**src/rtl/tinyqv_mem_pkg.sv**
```systemverilog
// Shared encodings, FSM state type and load-alignment helper for the data responder.
package tinyqv_mem_pkg;

  // Access size encodings carried in mem_op[1:0].
  localparam logic [1:0] MEM_OP_BYTE = 2'b00;
  localparam logic [1:0] MEM_OP_HALF = 2'b01;
  localparam logic [1:0] MEM_OP_WORD = 2'b10;

  typedef enum logic [1:0] {
    StIdle,
    StWait,
    StResp
  } state_e;

  // Shift the addressed byte/half down to bit 0 and clear everything above it.
  function automatic logic [31:0] align_load(input logic [31:0] word,
                                             input logic [1:0]  size,
                                             input logic [1:0]  off);
    logic [31:0] sh;
    logic [31:0] res;
    sh  = '0;
    res = word;
    case (size)
      MEM_OP_BYTE: begin
        sh  = word >> {off, 3'b000};
        res = {24'h0, sh[7:0]};
      end
      MEM_OP_HALF: begin
        sh  = word >> {off[1], 4'b0000};
        res = {16'h0, sh[15:0]};
      end
      default: res = word;
    endcase
    return res;
  endfunction

endpackage

```
**src/rtl/tinyqv_mem_array.sv**
```systemverilog
// Flop-based word array: byte-enable synchronous write, asynchronous read. Contents not reset.
module tinyqv_mem_array #(
  parameter int unsigned NUM_WORDS = 16,
  parameter int unsigned WORD_BITS = 4
) (
  input  logic                 clk,
  input  logic                 i_we,
  input  logic [WORD_BITS-1:0] i_waddr,
  input  logic [3:0]           i_be,
  input  logic [31:0]          i_wdata,
  input  logic [WORD_BITS-1:0] i_raddr,
  output logic [31:0]          o_rdata
);

  logic [31:0] r_mem [NUM_WORDS];

  // Write only the enabled byte lanes of the addressed word.
  always_ff @(posedge clk) begin
    if (i_we) begin
      for (int b = 0; b < 4; b++) begin
        if (i_be[b]) r_mem[i_waddr][8*b +: 8] <= i_wdata[8*b +: 8];
      end
    end
  end

  assign o_rdata = r_mem[i_raddr];

endmodule

```
**src/rtl/tinyqv_data_responder.sv**
```systemverilog
// Responder for the core's nibble-serial load/store port, backed by a small flop array.
// Stores commit on address_ready; loads answer one aligned 8-nibble window later.
module tinyqv_data_responder
  import tinyqv_mem_pkg::*;
#(
  parameter int unsigned NUM_WORDS    = 16,
  parameter int unsigned WORD_BITS    = 4,
  parameter int unsigned WAIT_WINDOWS = 1
) (
  input  logic        clk,
  input  logic        rst,
  input  logic [2:0]  counter,
  input  logic [27:0] addr_in,
  input  logic        address_ready,
  input  logic        is_load,
  input  logic        is_store,
  input  logic [2:0]  mem_op,
  input  logic [3:0]  data_from_core,
  output logic [3:0]  data_to_core,
  output logic        load_data_ready
);

  localparam int unsigned WcntW = (WAIT_WINDOWS > 1) ? $clog2(WAIT_WINDOWS) : 1;

  logic [27:0]          r_store_sh;
  logic [31:0]          w_store_word;
  logic                 w_mapped;
  logic                 w_store_fire;
  logic                 w_load_fire;
  logic [3:0]           w_be;
  logic [31:0]          w_wdata;

  state_e               r_state;
  state_e               w_state_next;
  logic [WcntW-1:0]     r_wcnt;
  logic [WcntW-1:0]     w_wcnt_next;

  logic [WORD_BITS-1:0] r_ld_idx;
  logic [1:0]           r_ld_off;
  logic [1:0]           r_ld_size;
  logic                 r_ld_mapped;
  logic [31:0]          w_rdata;
  logic [31:0]          w_aligned;

  logic [31:0]          r_oshreg;
  logic [31:0]          w_oshreg_next;
  logic                 r_ldr;
  logic                 w_ldr_next;
  logic [3:0]           r_dout;
  logic [3:0]           w_dout_next;

  // Signedness bit is handled by the core; nothing to do with it here.
  logic                 w_unused_sign;
  assign w_unused_sign = mem_op[2];

  assign w_store_word = {data_from_core, r_store_sh};
  assign w_mapped     = (addr_in[27:WORD_BITS+2] == '0);
  // address_ready outside IDLE is a protocol violation and is dropped entirely.
  assign w_store_fire = address_ready && is_store && (r_state == StIdle) && w_mapped;
  assign w_load_fire  = address_ready && is_load && !is_store && (r_state == StIdle);

  // Store nibbles arrive LSB first, so shift new nibbles in at the top.
  always_ff @(posedge clk) begin
    r_store_sh <= {data_from_core, r_store_sh[27:4]};
  end

  // Replicate store data across lanes and pick the byte enables.
  always_comb begin
    w_wdata = w_store_word;
    w_be    = 4'b1111;
    case (mem_op[1:0])
      MEM_OP_BYTE: begin
        w_wdata = {4{w_store_word[7:0]}};
        w_be    = 4'b0001 << addr_in[1:0];
      end
      MEM_OP_HALF: begin
        w_wdata = {2{w_store_word[15:0]}};
        w_be    = addr_in[1] ? 4'b1100 : 4'b0011;
      end
      default: begin
        w_wdata = w_store_word;
        w_be    = 4'b1111;
      end
    endcase
  end

  tinyqv_mem_array #(
    .NUM_WORDS(NUM_WORDS),
    .WORD_BITS(WORD_BITS)
  ) u_array (
    .clk    (clk),
    .i_we   (w_store_fire),
    .i_waddr(addr_in[WORD_BITS+1:2]),
    .i_be   (w_be),
    .i_wdata(w_wdata),
    .i_raddr(r_ld_idx),
    .o_rdata(w_rdata)
  );

  // Unmapped loads still get a response window, just with zero data.
  assign w_aligned = r_ld_mapped ? align_load(w_rdata, r_ld_size, r_ld_off) : 32'h0;

  // Capture the load request so the read happens late, after any earlier store.
  always_ff @(posedge clk) begin
    if (w_load_fire) begin
      r_ld_idx    <= addr_in[WORD_BITS+1:2];
      r_ld_off    <= addr_in[1:0];
      r_ld_size   <= mem_op[1:0];
      r_ld_mapped <= w_mapped;
    end
  end

  // FSM state register.
  always_ff @(posedge clk) begin
    if (rst) r_state <= StIdle;
    else     r_state <= w_state_next;
  end

  // FSM next-state: transitions only ever happen on counter==7.
  always_comb begin
    w_state_next = r_state;
    case (r_state)
      StIdle: if (w_load_fire) w_state_next = StWait;
      StWait: if ((counter == 3'd7) && (r_wcnt == '0)) w_state_next = StResp;
      StResp: if (counter == 3'd7) w_state_next = StIdle;
      default: w_state_next = StIdle;
    endcase
  end

  // FSM outputs: wait count, response shift register and next output nibble.
  always_comb begin
    w_wcnt_next   = r_wcnt;
    w_oshreg_next = r_oshreg;
    w_ldr_next    = 1'b0;
    w_dout_next   = 4'h0;
    case (r_state)
      StIdle: begin
        if (w_load_fire) w_wcnt_next = WcntW'(WAIT_WINDOWS - 1);
      end
      StWait: begin
        if (counter == 3'd7) begin
          if (r_wcnt == '0) begin
            w_ldr_next    = 1'b1;
            w_dout_next   = w_aligned[3:0];
            w_oshreg_next = w_aligned >> 4;
          end else begin
            w_wcnt_next = r_wcnt - WcntW'(1);
          end
        end
      end
      StResp: begin
        // Last nibble goes out on counter==7; drop ready for the following clock.
        if (counter != 3'd7) begin
          w_ldr_next    = 1'b1;
          w_dout_next   = r_oshreg[3:0];
          w_oshreg_next = r_oshreg >> 4;
        end
      end
      default: ;
    endcase
  end

  // Registered outputs and datapath state.
  always_ff @(posedge clk) begin
    if (rst) begin
      r_wcnt   <= '0;
      r_oshreg <= '0;
      r_ldr    <= 1'b0;
      r_dout   <= 4'h0;
    end else begin
      r_wcnt   <= w_wcnt_next;
      r_oshreg <= w_oshreg_next;
      r_ldr    <= w_ldr_next;
      r_dout   <= w_dout_next;
    end
  end

  assign load_data_ready = r_ldr;
  assign data_to_core    = r_dout;

endmodule

```
**config.mk**
```make
export PLATFORM = sky130hd
export DESIGN_NAME = tinyqv_data_responder
export DESIGN_NICKNAME = d
export VERILOG_FILES = /design/src/rtl/tinyqv_mem_pkg.sv /design/src/rtl/tinyqv_mem_array.sv /design/src/rtl/tinyqv_data_responder.sv
export SDC_FILE = /design/constraint.sdc
export NUM_CORES = 1
export LEC_CHECK = 0
export BUFFER_PORTS_ARGS = -buffer_cell sky130_fd_sc_hd__buf_2
export CAP_MARGIN = 20
export CORE_ASPECT_RATIO = 1.25
export CORE_MARGIN = 1.5
export CORE_UTILIZATION = 45
export DETAILED_ROUTE_END_ITERATION = 6
export GPL_TIMING_DRIVEN = 0
export RECOVER_POWER = 25
export SYNTH_ARGS = -nofsm -noshare
export SYNTH_HDL_FRONTEND = slang
export SYNTH_SLANG_ARGS = --single-unit
```
**constraint.sdc**
```tcl
create_clock -name clk -period 3.1 [get_ports clk]
set_input_delay 0.31 -clock clk [delete_from_list [all_inputs] [get_ports clk]]
set_output_delay 0.31 -clock clk [all_outputs]
set_load 0.05 [all_outputs]
```
==> summary.md, run 1 <==
| Metric | Value |
|---|---|
| Run status | completed |
| Area leader, netlist | edfxtp_1 |
| Vias in the first global route | ~13k |
| Post-Synthesis Net Count | 1344 |
| CTS sink count | ~600 |
| FILL cells | between 4k and 5k |
| Placeable Area | approximately 51000 um2 |
| Area grow syn2layout | 13.7% |
| # rows | slightly above 90 |
| Final Setup Violations | 0 |
| Synth Flop Type | edfxtp_1 |
| Root Driver | clkbuf_16 |
| Critical Path AT | between 3 and 4 ns |
| Final wirelength | around 64 mm |
| Slew Limit Fails | 0 |
| DRC violations left | 0 |
| CP max stage cell | a311oi_1 |
| Synth Cell Area | 23300 um2 |
| Post-CTS setup buffers | 0 |
| Setup Skew | approximately 0.014 ns |
| Routed len/inst | 30.0 um |
| Die X | 206 um |
| Fmax | approximately 0.33 GHz |
| Synth Area in Compound Gates | approximately 5.6% |
| Crit path buf inv count | 5 |
| Final nets | 1467 |
| Synth Area in XOR/XNOR | 0% |
| PwrDens | about 650 nW/um2 |
| Post-synth EDFFs | roughly 520 |
| Synth async-reset ratio | 0% |
| RSZ-0062 raised after global routing | yes |
| Final instance area | 26400 um2 |
| Crit start category | register |
| First-pass GRT wire length | a little over 90 mm |
| CTS tree | done |
| Library cells used by synthesis | 54 |
| N_diodes | 0 |
| Final hold vios | 0 |
| Min setup slack post-route | ~0.024 ns |
| All-Layer GR Usage | between 20% and 30% |
| Clock H-tree levels | 2 |
| Final Util | 51.5% |
| Top cells by area, synth | edfxtp_1 (67%), mux4_2 (10%), dfxtp_1 (5.8%) |
| Max_slew headroom | 28.0% |
| RD Place Congestion | between 0.9 and 1 |
| Fin crit period | ~3 ns |
| DP Worst Slack | -0.182 ns |
| Fin Hold WS | 0.0704 ns |
| IO Pins | between 40 and 50 |
| CTS Buffer Depth | 3 |
| Vias | roughly 13k |
| Synthesized instance count | between 1k and 1.5k |
| Port bufs | 46 |
| Worst path required time | ~3.6 ns |
| Critical path cell sequence | buf_6 -> buf_6 -> buf_8 -> buf_4 -> buf_4 -> a211oi_1 -> a311oi_1 -> nor4_1 -> a211oi_2 |
| Cts bufs inserted | 55 |
| Post-DP HPWL | around 44 mm |
| Final worst-path cycle share | 99.2% |
| Die Area | about 53000 um2 |
| Number of synthesized register bits | between 500 and 600 |
| Mux cell area share after synthesis | 14.2% |
| Die H | between 200 and 300 um |
| Synth Area in Simple Gates | 4.98% |
| CP Class | reg2reg |
| Clk Latency, worst-skew pair | between 0.6 and 0.7 ns |
| Synth top area share | 67.3% |
| Crit path max-delay family | buffers and inverters |
| Worst min path class | in2reg |
| 1st-iter DRT viols | between 1k and 1.5k |
| Yosys warning total | 0 |
| Seq/Total Area, Yosys | between 70 and 80% |
| Maximum vdd drop | about 0.36 mV |
| Clock transition at path regs | 0.07 ns |
| Initial Utilization | between 40% and 50% |
| Worst-Margin Slew | between 1 and 1.5 ns |
| Placed instance area | ~24000 um2 |
| Crit path max fanout | 10 |
| Initial antenna violation count | 0 |
| Worst Setup End Kind | register |
| Max-cap viol count | 0 |
| Gr ovfl total | 0 |
| Syn avg cell area | 17.9 um2 |
| Post-DRT Antenna Nets | 0 |
| DRT Pass-1 Iters | 5 |
| Largest net degree at the start of global routing | 21 |
| Peak per-stage delay on the critical path | 0.58 ns |
| Leak | between 8 and 9 nW |
| Main combinational cell family by area after synthesis | multiplexers |
| Vias/cell | 6.05 |
| Synth Area in Adders | less than 1% |
| Share of cells above drive strength 1 | just over 20% |
[worst min-delay path: stages]
cell     delay, ns
buf_2         0.10
nand4_1       0.12
a21oi_1       0.09
[final cells by class]
cell class	count	area [um2]	share of cell area, %
Buffer	68	464	1.76
Tap cell	665	832	3.15
Multi-Input combinational cell	634	5810	22.0
Clock buffer	62	1450	5.46
Clock inverter	41	493	1.86
Sequential cell	588	17000	64.2
Timing Repair Buffer	66	387	1.46
Inverter	8	30.0	0.114
[synthesized netlist by cell type, types with 15 or more instances]
library cell / instances
a21oi_1: 32
nand2_1: 77
o21ai_0: 16
mux2_2: 21
mux2i_1: 57
a211oi_1: 15
nor2b_1: 19
edfxtp_1: 521
a22oi_1: 49
dfxtp_1: 67
nor2_1: 115
clkbuf_1: 26
mux4_2: 108
[final timing paths]
| path | start | endpoint | slack (ns) | cells after the start |
|---|---|---|---|---|
| hold reg to reg | r_store_sh[25] | r_store_sh[21] | 0.35 | 0 |
| setup reg to reg | register | data_to_core[0] | 0.02 | 9 |
| hold / removal | counter[2] | load_data_ready | 0.07 | 3 |
| setup / recovery | register | data_to_core[0] | 0.02 | 9 |
[layout by cell type (no fill, tap or decap), types with 4 or more instances in the layout]
cell	n
nand2_1	77
nor4_1	9
mux4_2	108
o21ai_1	15
a221oi_1	6
o22ai_1	4
edfxtp_1	521
and2_1	5
dfxtp_1	67
clkinvlp_4	9
clkinv_1	11
inv_1	8
o21ai_0	11
clkinv_2	8
clkbuf_16	57
nor2_1	113
buf_1	4
a222oi_1	12
a21oi_1	32
mux2_1	4
dlygate4sd3_1	12
mux2_2	17
buf_2	42
bufinv_16	11
nor2b_1	19
a22oi_1	49
buf_6	14
mux2i_1	57
buf_4	16
nand2b_1	4
clkbuf_1	47
nand3_1	14
a221o_1	5
nor3_1	4
a31oi_1	7
a211oi_1	13
[routing by layer]
metal / share of wire [%] / global-route usage [%] / routed length, um
met5: 0 / 0 / 0
met3: 6.8 / 4.18 / 4360
met2: 49 / 39.7 / 31000
met4: 4.5 / 10.8 / 2880
met1: 40 / 33.3 / 25600
[power breakdown]
part / leakage (nW) / internal [mW] / total [mW] / switching, mW
clock: 0.918 / 4.27 / 7.25 / 2.98
combinational: 2.38 / 0.452 / 1.30 / 0.844
sequential: 5.24 / 8.70 / 8.76 / 0.0595
[through the flow]
step           power (mW)  std cells  setup TNS [ns]
6_report             17.3       2132               0
4_1_cts              17.4       2132               0
3_5_place_dp         10.2       2017          -28.56
2_1_floorplan        9.66       1298               0
3_3_place_gp         10.2       2009          -12.74
5_1_grt              17.7       2132           -4.70
[what timing repair did]
| item | 4_1_cts | 5_1_grt |
|---|---|---|
| hold buffers | 12 | 0 |
| resized for setup | 3 | 3 |
| pin swaps | 0 | 0 |
| setup endpoints to repair | 2 | 80 |
| hold endpoints to repair | 15 | 0 |
[cells by family after synthesis]
kind of cell | after synthesis
adders and majority gates | 3
muxes | 188
AOI/OAI and AO/OA | 180
DFF | 588
buffers and inverters | 76
and+or+nand+nor | 263
[state kept, by name, summed over array words and instances, names as in the netlist, named ones only]
register,flops
u_array.r_mem,512
data_to_core,4
r_store_sh,28
r_ld_off,2
r_ld_size,2
r_oshreg,28
load_data_ready,1
r_ld_idx,4
r_state,2
r_ld_mapped,1
Power figures use the tool's default switching activity.
==> run 2: changes to the inputs <==
==> constraint.sdc (replaced) <==
create_clock -name clk -period 3.1 [get_ports clk]
set_input_delay 0.465 -clock clk [delete_from_list [all_inputs] [get_ports clk]]
set_output_delay 0.465 -clock clk [all_outputs]
set_load 0.05 [all_outputs]
==> summary.md, run 2 (synthesis gave the netlist of run 1 again) <==
| Metric | Value |
|---|---|
| Run status | completed |
| Sw power | 3.88 mW (-0.16%) |
| Clock transition at path regs | 0.07 ns (about the same) |
| Crit path max-delay family | buffers and inverters |
| CTS tree | done |
| Initial antenna violation count | 2 (+2) |
| # rows | 93 (unchanged) |
| Grt peak-use layer | met2 |
| Worst path required time | 3.57 ns (about the same) |
| Total negative slack | 0 ns (unchanged) |
| RSZ-0062 raised after global routing | no |
| CP max stage cell | a311oi_1 |
| Crit path buf inv count | 5 (unchanged) |
| Post-CTS setup buffers | 0 (unchanged) |
| Worst Setup End Kind | register |
| Worst min path class | in2reg |
| Die H | 257 um (unchanged) |
| Clock H-tree levels | 2 (unchanged) |
| Maximum vdd drop | 0.365 mV (+0.49%) |
| Sequential Power Share | 50.7% (about the same) |
| Final nets | 1459 (-0.55%) |
| Initial Utilization | 45.3% (unchanged) |
| Cts bufs inserted | 55 (unchanged) |
| CP Class | reg2reg |
| Biggest register | u_array.r_mem |
| Tot Pwr | 17.3 mW (about the same) |
| Gr ovfl total | 0 (unchanged) |
| Clock share of power | 41.9% (about the same) |
| Peak per-stage delay on the critical path | 0.58 ns (about the same) |
| Internal Power | 13.4 mW (about the same) |
| Final Setup Violations | 0 (unchanged) |
| Fin crit period | 3.07 ns (-0.00458 ns) |
| DRC violations left | 0 (unchanged) |
| Cells after DPL | 2017 (unchanged) |
| PwrDens | 656 nW/um2 (+0.26%) |
| All-Layer GR Usage | 24.8% (about the same) |
| Share of cells above drive strength 1 | 20.4% (-0.30 points) |
| Post-DRT Antenna Nets | 0 (unchanged) |
| CTS Buffer Depth | 3 (unchanged) |
| Area grow syn2layout | 13.3% |
| Top Registers | u_array.r_mem (512), r_oshreg (28), r_store_sh (28) |
| Leak | 8.49 nW (-0.53%) |
| Max-cap viol count | 0 (unchanged) |
| Vias | 12.9k (-0.26%) |
| DRT Pass-1 Iters | 6 (+1) |
| Post-DP HPWL | 44.3 mm (unchanged) |
| Final instance area | 26400 um2 (-0.35%) |
| Crit start category | register |
| Largest net degree at the start of global routing | 21 (unchanged) |
| 1st-iter DRT viols | 1276 (-4.3%) |
| Met1 Track Usage GR | 33.4% (+0.13 points) |
| Final worst-path cycle share | 99.1% (-0.15 points) |
| CTS sink count | 588 (unchanged) |
| Die Area | 53100 um2 (unchanged) |
| Vias/cell | 6.05 (about the same) |
| Max_slew headroom | 27.0% (-1.0 points) |
| Sw Ratio | 22.4% (about the same) |
| Crit path max fanout | 10 (unchanged) |
| Logic gate share of total power | 7.4% (about the same) |
| Root Driver | clkbuf_16 |
| Slew Limit Fails | 0 (unchanged) |
| Setup Skew | 0.0160 ns (+0.00183 ns) |
| Most frequent cells in the layout | edfxtp_1 (521), nor2_1 (115), mux4_2 (108), nand2_1 (77), dfxtp_1 (67) |
| Final Util | 51.4% (-0.18 points) |
| Fmax | 0.326 GHz (+0.15%) |
| Commonest non-fill, non-tap cell in the layout | edfxtp_1 |
| Critical path cell sequence | buf_6 -> buf_6 -> buf_8 -> buf_4 -> buf_4 -> a211oi_1 -> a311oi_1 -> nor4_1 -> a211oi_2 |
| Critical Path AT | 3.55 ns (about the same) |
| First-pass GRT wire length | 91.7 mm (about the same) |
| RD Place Congestion | 0.929 (unchanged) |
| Final wirelength | 63.9 mm (about the same) |
| M2 GR Usage | 39.6% (-0.084 points) |
| Die X | 206 um (unchanged) |
| Routed len/inst | 30.1 um (+0.26%) |
| Placeable Area | 51300 um2 (unchanged) |
| Max reg flops | 512 (unchanged) |
| Worst-Margin Slew | 1.09 ns (+0.0149 ns) |
| Placed instance area | 24400 um2 (unchanged) |
| Port bufs | 46 (unchanged) |
| Final hold vios | 0 (unchanged) |
| Grt met3 use | 4.19% (+0.013 points) |
| Finished Layout Cells | 2125 (-0.33%) |
| Clk Latency, worst-skew pair | 0.61 ns (about the same) |
| Vias in the first global route | 12.8k (-0.37%) |
| IO Pins | 48 (unchanged) |
==> run 2: changes by cell type in the layout (fill, tap and decap cells not counted), sizes merged <==
cell / change
buf: -4
diode: +1
clkbuf: +4
dlygate4sd3: -8
==> run 2: power by group through the flow <==
stage | combinational [mW] | sequential, mW | clock, mW
floorplan | 0.762 | 8.90 | 0
global placement | 1.24 | 8.93 | 0
detailed placement | 1.27 | 8.93 | 0
CTS | 1.28 | 8.76 | 7.32
global route | 1.35 | 8.76 | 7.60
finish | 1.28 | 8.76 | 7.24
==> run 2: worst paths after layout <==
kind,slack (ns),startpoint,end,cells past startpoint
min reg2reg,0.34,r_store_sh[25],r_store_sh[21],0
max reg2reg,0.03,register,data_to_core[0],9
max,0.03,register,data_to_core[0],9
min,0.20,mem_op[1],r_ld_size[1],1
==> run 2: stage by stage <==
| step | setup WS, ns | hold WS (ns) |
|---|---|---|
| final | 0.0290 | 0.199 |
| after global routing | 0.0301 | 0.191 |
| after CTS | 0.0955 | 0.0922 |
| after detailed placement | -0.333 | 0.339 |
| after global placement | -0.332 | 0.336 |
| after floorplan | 0.765 | 0.326 |
==> run 2: layer usage <==
metal | part of all wire (%) | vias up
met1 | 40 | 6662
met3 | 7.3 | 128
met4 | 4.5 | 0
li1 | - | 5474
met2 | 49 | 593
met5 | 0 | -
==> run 2: cell type report <==
class / count / area (um2)
Clock inverter: 41 / 493
Timing Repair Buffer: 58 / 297
Antenna cell: 1 / 2.50
Sequential cell: 588 / 17000
Inverter: 8 / 30.0
Fill cell: 4144 / 25000
Multi-Input combinational cell: 634 / 5800
Buffer: 68 / 464
Tap cell: 665 / 832
Clock buffer: 62 / 1450
==> run 2: repair_timing <==
| action | in CTS | in global routing |
|---|---|---|
| gates resized for setup | 3 | 1 |
| pin swaps | 0 | 0 |
| endpoints found under the hold margin | 4 | 0 |
| hold buffers | 4 | 0 |
| endpoints found under the setup margin | 2 | 1 |
==> run 3: changes to the inputs <==
Settings changed: CORE_UTILIZATION 45 to 50, PLACE_DENSITY set to 0.66.
==> summary.md, run 3 (synthesis gave the netlist of run 1 again) <==
| Metric | Value |
|---|---|
| Run status | completed |
| Fin crit period | 2.99 ns (-0.0830 ns) |
| Most frequent cells in the layout | edfxtp_1 (521), nor2_1 (115), mux4_2 (108), nand2_1 (77), dfxtp_1 (67) |
| FILL cells | 3530 (-15%) |
| All-Layer GR Usage | 26.2% (+1.4 points) |
| RD Place Congestion | 0.964 (+3.8%) |
| IO Pins | 48 (unchanged) |
| CP max stage cell | dfxtp_1 |
| Slew Limit Fails | 0 (unchanged) |
| Post-CTS setup buffers | 0 (unchanged) |
| Top Registers | u_array.r_mem (512), r_oshreg (28), r_store_sh (28) |
| Vias in the first global route | 12.8k (-0.30%) |
| Internal Power | 13.1 mW (-1.9%) |
| Setup Skew | 0.0164 ns (+0.000461 ns) |
| Die H | 244 um (-5.1%) |
| Die X | 196 um (-5.1%) |
| Levels on crit path | 9 (unchanged) |
| Logic gate share of total power | 7.5% (about the same) |
| DRC violations left | 0 (unchanged) |
| DP Worst Slack | -0.308 ns (+0.0253 ns) |
| Initial antenna violation count | 2 (unchanged) |
| Placeable Area | 46000 um2 (-10%) |
| First-pass GRT wire length | 88.6 mm (-3.4%) |
| Vias/cell | 6.35 (+4.9%) |
| Sw Ratio | 22.4% (-0.030 points) |
| Share of cells above drive strength 1 | 20.5% (+0.055 points) |
| Placed instance area | 24300 um2 (-0.44%) |
| Grt peak-use layer | met2 |
| R2r endpoint | data_to_core[2] |
| Fin Hold WS | 0.218 ns (+0.0188 ns) |
| DRT Pass-1 Iters | 6 (unchanged) |
| Cts bufs inserted | 55 (unchanged) |
| Post-DRT Antenna Nets | 0 (unchanged) |
| Root Driver | clkbuf_16 |
| Clk Latency, worst-skew pair | 0.60 ns (about the same) |
| Leak | 8.48 nW (about the same) |
| Crit path max-delay family | buffers and inverters |
| Biggest register | u_array.r_mem |
| CTS tree | done |
| Final hold vios | 0 (unchanged) |
| Met1 Track Usage GR | 35.4% (+2.0 points) |
| Final Setup Violations | 0 (unchanged) |
| Worst-Margin Slew | 1.07 ns (-0.0147 ns) |
| PwrDens | 647 nW/um2 (-1.3%) |
| Max-cap viol count | 0 (unchanged) |
| Worst reg-to-reg path cell count | 9 (unchanged) |
| Gr ovfl total | 0 (unchanged) |
| Commonest non-fill, non-tap cell in the layout | edfxtp_1 |
| CP Class | reg2reg |
| Worst Setup End Kind | register |
| Critical path cell sequence | buf_6 -> buf_12 -> buf_6 -> buf_2 -> mux4_2 -> a22oi_1 -> a21oi_1 -> nor4_1 -> a211oi_2 |
| Hold Startpoint | counter[2] |
| CTS sink count | 588 (unchanged) |
| Sw power | 3.80 mW (-2.1%) |
| Grt met3 use | 3.93% (-0.26 points) |
| Max reg flops | 512 (unchanged) |
| Final nets | 1459 (unchanged) |
| CTS Buffer Depth | 3 (unchanged) |
| Post-DP HPWL | 43.4 mm (-2.1%) |
| Finished Layout Cells | 2047 (-3.7%) |
| Port bufs | 46 (unchanged) |
| Crit path buf inv count | 4 (-1) |
| Final wirelength | 61.7 mm (-3.4%) |
| Cells after DPL | 1936 (-4.0%) |
| Total negative slack | 0 ns (unchanged) |
| Vias | 13.0k (+1.1%) |
| Crit start category | register |
| Min setup slack post-route | 0.112 ns (+0.0830 ns) |
| Final instance area | 26200 um2 (-0.70%) |
| Tot Pwr | 16.9 mW (-2.0%) |
| Worst min path class | in2reg |
| Sequential Power Share | 51.7% (+1.0 points) |
| Die Area | 47800 um2 (-9.9%) |
| Worst Hold End | load_data_ready |
| Routed len/inst | 30.1 um (+0.26%) |
| Reg2reg setup slack | 0.11 ns (+0.08 ns) |
| M2 GR Usage | 42.7% (+3.1 points) |
| # rows | 88 (-5.4%) |
| Hold Path Cell Cnt | 3 (+2) |
| Maximum vdd drop | 0.482 mV (+32%) |
| 1st-iter DRT viols | 1297 (+1.6%) |
| Critical Path AT | 3.44 ns (-0.11 ns) |
| Clock transition at path regs | 0.06 ns (about the same) |
| Area grow syn2layout | 12.5% |
| Worst path required time | 3.55 ns (-0.02 ns) |
| Final Util | 56.9% (+5.5 points) |
| Initial Utilization | 50.5% (+5.2 points) |
| Clock share of power | 40.8% (-1.1 points) |
| RSZ-0062 raised after global routing | no |
| Peak per-stage delay on the critical path | 0.51 ns (-0.07 ns) |
| Max_slew headroom | 28.2% (+1.2 points) |
| Fmax | 0.335 GHz (+2.8%) |
| Largest net degree at the start of global routing | 21 (unchanged) |
| Cell mode on critical path | buf_6 |
| Clock H-tree levels | 2 (unchanged) |
| Final worst-path cycle share | 96.4% (-2.7 points) |
| Crit path max fanout | 10 (unchanged) |
-- run 3: changes by cell type in the layout (fill, tap and decap cells not counted), sizes merged --
cell	previous run	this run
clkinvlp	10	3
clkbuf	108	105
bufinv	11	9
inv	9	12
buf	76	77
clkinv	19	28
diode	1	2
-- run 3: worst max-delay path by stage --
stage and to:
3_3_place_gp u_array.r_mem[6][27], 2_1_floorplan u_array.r_mem[10][24], 5_1_grt data_to_core[3], 4_1_cts data_to_core[1], 6_report data_to_core[2], 3_5_place_dp u_array.r_mem[13][28]
-- run 3: metal layers --
metal	up-vias	wire length (um)
met3	126	4880
met1	6752	24200
met2	641	30000
met5	-	0
li1	5478	-
met4	0	2640
-- run 3: cell type report --
| type | instances | area (um2) | share of cell area [%] |
|---|---|---|---|
| buffer | 68 | 464 | 1.77 |
| antenna | 2 | 5.00 | 0.0191 |
| tap | 585 | 732 | 2.80 |
| clock inverter | 44 | 454 | 1.74 |
| sequential | 588 | 17000 | 64.9 |
| inverter | 8 | 30.0 | 0.115 |
| timing repair buffer | 58 | 300 | 1.15 |
| clock buffer | 60 | 1400 | 5.33 |
| multi-input combinational | 634 | 5800 | 22.2 |
-- run 3: worst register-to-register path: stages (launching register included) --
cell	delay, ns
dfxtp_1	0.51
buf_6	0.24
buf_12	0.18
buf_6	0.19
buf_2	0.37
mux4_2	0.38
a22oi_1	0.36
a21oi_1	0.20
nor4_1	0.30
a211oi_2	0.12
-- run 3: timing repair --
| item | in CTS | in global routing |
|---|---|---|
| hold endpoints to repair | 4 | 0 |
| gates resized for setup | 3 | 1 |
| endpoints found under the setup margin | 3 | 1 |
| hold buffers | 4 | 0 |
-- run 3: power by group through the flow --
stage / clock network (mW) / registers (mW) / logic [mW]
global route: 7.28 / 8.76 / 1.33
global placement: 0 / 8.93 / 1.22
finish: 6.91 / 8.76 / 1.27
CTS: 6.99 / 8.76 / 1.26
floorplan: 0 / 8.90 / 0.762
detailed placement: 0 / 8.93 / 1.25
